## src/rtl/online_mult_pkg.sv

```systemverilog
// Shared phase codes, signed-digit encodings and phase decode
// for the online multiplier controller.
package online_mult_pkg;

  typedef enum logic [1:0] {
    PH_IDLE    = 2'b00,
    PH_INIT    = 2'b01,
    PH_COMPUTE = 2'b10,
    PH_FLUSH   = 2'b11
  } phase_e;

  localparam logic [1:0] DIG_POS  = 2'b10;
  localparam logic [1:0] DIG_NEG  = 2'b01;
  localparam logic [1:0] DIG_ZERO = 2'b00;

  // Phase that owns step k of an n-digit, d-delay run.
  function automatic phase_e phase_of(
    input int k,
    input int n,
    input int d
  );
    if (k < d)      return PH_INIT;
    else if (k < n) return PH_COMPUTE;
    else            return PH_FLUSH;
  endfunction

endpackage

```

## src/rtl/online_mult_ctrl_enc.sv

```systemverilog
// Borrow-save bit pair to signed-digit select code.
// Disabled or equal bits give the zero digit.
module sd_digit_enc
  import online_mult_pkg::*;
(
  input  logic       i_en,
  input  logic       i_plus,
  input  logic       i_minus,
  output logic [1:0] o_dig
);

  always_comb begin
    o_dig = DIG_ZERO;
    unique case (1'b1)
      (i_en &&  i_plus && !i_minus): o_dig = DIG_POS;
      (i_en && !i_plus &&  i_minus): o_dig = DIG_NEG;
      default:                       o_dig = DIG_ZERO;
    endcase
  end

endmodule

```

## src/rtl/online_mult_ctrl.sv

```systemverilog
// Online multiplier sequencer: steps MSD-first through both
// borrow-save operands, then flushes the online delay.
module online_mult_ctrl
  import online_mult_pkg::*;
#(
  parameter int NUM_BITS = 4,
  parameter int DELTA    = 2,
  localparam int KW      = $clog2(NUM_BITS + DELTA + 1)
) (
  input  logic                clk,
  input  logic                rst_n,
  input  logic                start,
  input  logic                hold,
  input  logic                abort,
  input  logic [NUM_BITS-1:0] x_plus,
  input  logic [NUM_BITS-1:0] x_minus,
  input  logic [NUM_BITS-1:0] y_plus,
  input  logic [NUM_BITS-1:0] y_minus,
  output logic [1:0]          state,
  output logic [1:0]          x_digit_sel,
  output logic [1:0]          y_digit_sel,
  output logic                sdvm_we,
  output logic                out_valid,
  output logic                busy,
  output logic                done,
  output logic [KW-1:0]       digit_idx
);

  localparam logic [KW-1:0] K_N    = KW'(NUM_BITS);
  localparam logic [KW-1:0] K_D    = KW'(DELTA);
  localparam logic [KW-1:0] K_LAST = KW'(NUM_BITS + DELTA - 1);
  localparam logic [KW-1:0] K_END  = KW'(NUM_BITS + DELTA);

  phase_e              r_phase;
  logic [KW-1:0]       r_k;
  logic [NUM_BITS-1:0] r_xp;
  logic [NUM_BITS-1:0] r_xm;
  logic [NUM_BITS-1:0] r_yp;
  logic [NUM_BITS-1:0] r_ym;

  logic          w_busy;
  logic          w_last;
  logic          w_dig_en;
  logic [KW-1:0] w_k_nxt;
  logic          w_xp_bit;
  logic          w_xm_bit;
  logic          w_yp_bit;
  logic          w_ym_bit;

  assign w_busy   = (r_phase != PH_IDLE);
  assign w_last   = (r_k == K_LAST);
  assign w_k_nxt  = r_k + KW'(1);
  assign w_dig_en = w_busy && (r_k < K_N);

  // Step k reads operand bit NUM_BITS-1-k.
  always_comb begin
    w_xp_bit = 1'b0;
    w_xm_bit = 1'b0;
    w_yp_bit = 1'b0;
    w_ym_bit = 1'b0;
    for (int i = 0; i < NUM_BITS; i++) begin
      if (r_k == KW'(NUM_BITS - 1 - i)) begin
        w_xp_bit = r_xp[i];
        w_xm_bit = r_xm[i];
        w_yp_bit = r_yp[i];
        w_ym_bit = r_ym[i];
      end
    end
  end

  // k parks at K_END for the single done cycle after a run.
  always_ff @(posedge clk or negedge rst_n) begin
    if (!rst_n) begin
      r_phase <= PH_IDLE;
      r_k     <= '0;
      r_xp    <= '0;
      r_xm    <= '0;
      r_yp    <= '0;
      r_ym    <= '0;
    end else if (r_phase == PH_IDLE) begin
      r_k <= '0;
      if (start) begin
        r_phase <= phase_of(0, NUM_BITS, DELTA);
        r_xp    <= x_plus;
        r_xm    <= x_minus;
        r_yp    <= y_plus;
        r_ym    <= y_minus;
      end
    end else if (abort) begin
      r_phase <= PH_IDLE;
      r_k     <= '0;
    end else if (!hold) begin
      if (w_last) begin
        r_phase <= PH_IDLE;
        r_k     <= K_END;
      end else begin
        r_phase <= phase_of(int'(w_k_nxt), NUM_BITS, DELTA);
        r_k     <= w_k_nxt;
      end
    end
  end

  sd_digit_enc u_x_enc (
    .i_en    (w_dig_en),
    .i_plus  (w_xp_bit),
    .i_minus (w_xm_bit),
    .o_dig   (x_digit_sel)
  );

  sd_digit_enc u_y_enc (
    .i_en    (w_dig_en),
    .i_plus  (w_yp_bit),
    .i_minus (w_ym_bit),
    .o_dig   (y_digit_sel)
  );

  assign state     = r_phase;
  assign busy      = w_busy;
  assign sdvm_we   = w_busy && !hold;
  assign out_valid = w_busy && !hold && (r_k >= K_D);
  assign done      = (r_phase == PH_IDLE) && (r_k == K_END);
  assign digit_idx = w_busy ? r_k : '0;

endmodule

```

## config.mk

```make
export PLATFORM = sky130hd
export DESIGN_NAME = online_mult_ctrl
export DESIGN_NICKNAME = d
export VERILOG_FILES = /design/src/rtl/online_mult_pkg.sv /design/src/rtl/online_mult_ctrl_enc.sv /design/src/rtl/online_mult_ctrl.sv
export SDC_FILE = /design/constraint.sdc
export NUM_CORES = 1
export LEC_CHECK = 0
export CAP_MARGIN = 40
export CORE_AREA = 2 2 52 54
export CTS_CLUSTER_DIAMETER = 80
export DETAILED_ROUTE_END_ITERATION = 7
export DIE_AREA = 0 0 54 56
export PLACE_DENSITY = 0.9
export SETUP_SLACK_MARGIN = 0.4
export SLEW_MARGIN = 10
export SYNTH_ARGS = -nofsm -noshare
export SYNTH_HDL_FRONTEND = slang
export SYNTH_SLANG_ARGS = --single-unit
```

## constraint.sdc

```tcl
create_clock -name clk -period 4.5 [get_ports clk]
set_clock_uncertainty 0.05 [all_clocks]
set_input_delay 0.675 -clock clk [delete_from_list [all_inputs] [get_ports clk]]
set_output_delay 0.675 -clock clk [all_outputs]
set_load 0.1 [all_outputs]
```

==> impl_metrics.toml <==
[routing]
wl_um = 2713
avgViaCountPerCell = 5.544
drt_iter0_drc = 17
remaining_drc_errors = 0
drtPass1Iterations = 4
vias = 948
ant_nets = 0
avgRoutedWirePerCell_um = 15.87

[synth]
ys_ff_latch = 21
yosysUniqueCellTypes = 30
syn-cell-area_um2 = 1137
synth_top_area_share_pct = 46.20
syn_inst = 100
syn_area_per_cell_um2 = 11.37
synthTopCellsByArea = "dfrtp_1, mux2_2, ha_1"
yosys_warnings = 0
ys_seq_area_share_pct = 46.20
syn_nets = 126
yosys.area.top_type = "dfrtp_1"

[sta]
rsz0062_at_grt = "no"
relSlewSlack_pct = 47.60
setup_ws_ps = 1128
worst_pin_slew_ps = 786.1
fin_setup_tns_ps = 0
slew_viol_final = 0
fmax_mhz = 296.5
hold_viol = 0
min_period_ps = 3372
finalCritPeriodShare_pct = 74.94
setup_violations = 0

[worst_setup_path]
crit_fanout = 12
r2r_slack_ps = 2520
worstPathArrival_ps = 2650
crit_type = "flip-flop to output pin"
cp-start-kind = "flip-flop"
critPathRequiredTime_ps = 3770
endpoint_kind = "output pin"

[die]
io_pins = 34
die_h_um = 56
die_w_um = 54
start_util_pct = 46.76
core_area_um2 = 2432
rows = 18
die_area_um2 = 3024

[grt]
grt_max_degree = 18
first_global_vias = 993
grt_pass1_wl_um = 4457
grt.overflow.total = 0
grt_busiest_layer = "met2"
gr-usage-all-layers_pct = 19.91
grt_use_met1_pct = 23.43
use_met2_pct = 32.40
use_met3_pct = 6.989
grt_antenna_before_repair = 0

[place]
gp_congestion = 0.8799
portBuffers = 33
dp_slack_ps = 1503
dp_hpwl_um = 2086
dpl-instance-area_um2 = 1603

[cts]
cts_buffers = 3
cts_hold_buf = 0
cts_setup_buffers = 0
cts.sink_count = 21
cts_resized = 0
cts_tree = "yes"
clock_path_buffers = 2
clk_latency_ps = 320
htree_levels = 1
cts_root_buf = "clkbuf_4"
clkTransAtPathRegs_ps = 130

[cells_and_area]
antennaDiodeCount = 0
drive_gt1_share_pct = 27.66
num-nets-final = 168
layout_commonest_cell = "clkdlybuf4s50_1"
layout_common_cells = "clkdlybuf4s50_1, dfrtp_1, mux2_2"
design_area_um2 = 1633
num-fill-cells = 182
area_growth_pct = 43.56
fin_util_pct = 67.13

[power]
power_density_nw_per_um2 = 441.0
power_uw = 720.0
power.leakage_nw = 0.6684
peakVddDrop_mv = 0.3683

[flow_run]
cap_viol_max_count = 0

[worst_hold_path]
min_path_type = "flip-flop to flip-flop"

[outcome]
status = "complete, no violations"
cells by family (layout without fill, tap and decap cells):
kind of cell             after synthesis  count (layout)  share of synthesized area, %
AO/OA/AOI/OAI                         23              23                         15.62
adder cells (fa/ha/maj)                5               5                         5.501
buffers and inverters                  9              50                         4.180
flip-flops                            21              21                         46.20
multiplexers                          16              16                         15.84
AND/OR/NAND/NOR                       26              26                         12.65
report_power, final:
group	total, mW	internal [mW]	leakage (nW)	switching (mW)
Combinational	0.347	0.138	0.401	0.209
Clock	0.0954	0.0340	0.0139	0.0614
Sequential	0.278	0.239	0.254	0.0381
Total	0.720	0.411	0.668	0.309
cells in the mapped netlist:
cell / number
nand2_1: 5
a32o_1: 2
nor2b_1: 4
ha_1: 5
a221oi_1: 2
nand2b_1: 2
and2_1: 1
and3_1: 1
o21a_1: 5
inv_1: 4
a211oi_1: 2
nor2_1: 6
dfrtp_1: 21
nor4_1: 2
buf_4: 1
a21oi_1: 1
nor4_2: 1
a221o_1: 2
a211o_1: 1
a2111o_1: 1
nand3_1: 1
clkbuf_1: 1
a22o_1: 1
buf_6: 1
o21ai_0: 5
nor3_1: 1
and4_1: 2
buf_2: 2
mux2_2: 16
a2111oi_0: 1
sequential cells by signal, indices dropped and copies added (netlist names):
register  count
r_xm          4
r_xp          4
r_ym          4
r_yp          4
r_k           3
state         2
area by class of cell:
class | instances | area [um2] | share of cell area, %
Clock buffer | 3 | 22.52 | 1.379
Clock inverter | 1 | 7.507 | 0.4598
Inverter | 4 | 15.01 | 0.9195
Multi-Input combinational cell | 70 | 581.8 | 35.63
Sequential cell | 21 | 525.5 | 32.18
Tap cell | 30 | 37.54 | 2.299
Timing Repair Buffer | 42 | 442.9 | 27.13
final timing paths:
path / cells past startpoint / startpoint / to
hold reg to reg: 1 / r_yp[0] / r_yp[0]
min in group asynchronous: 1 / rst_n / r_k[1]
setup / recovery: 7 / r_k[2] / x_digit_sel[1]
max in group asynchronous: 2 / rst_n / r_yp[2]
hold / removal: 1 / r_yp[0] / r_yp[0]
setup reg to reg: 4 / state[1] / r_xm[2]
critical path: stages, from the launching register on:
cell and delay, ps:
dfrtp_1 580, inv_1 180, ha_1 240, nor2b_1 130, a22o_1 260, a221oi_1 400, and4_1 240, buf_4 290
per-stage QoR:
stage          std cells  hold WS [ps]
4_1_cts              171         481.2
2_1_floorplan        100         329.4
3_5_place_dp         167         451.8
6_report             171         477.7
3_3_place_gp         159         449.0
5_1_grt              171         495.5
metal layers:
metal / wire length, um / vias to the layer above / share of wire (%)
li1: - / 458 / -
met1: 1127 / 451 / 42
met2: 1363 / 33 / 50
met3: 158 / 6 / 5.8
met4: 64 / 0 / 2.4
met5: 0 / - / 0
Note: power is estimated with default switching activity, not from simulation.
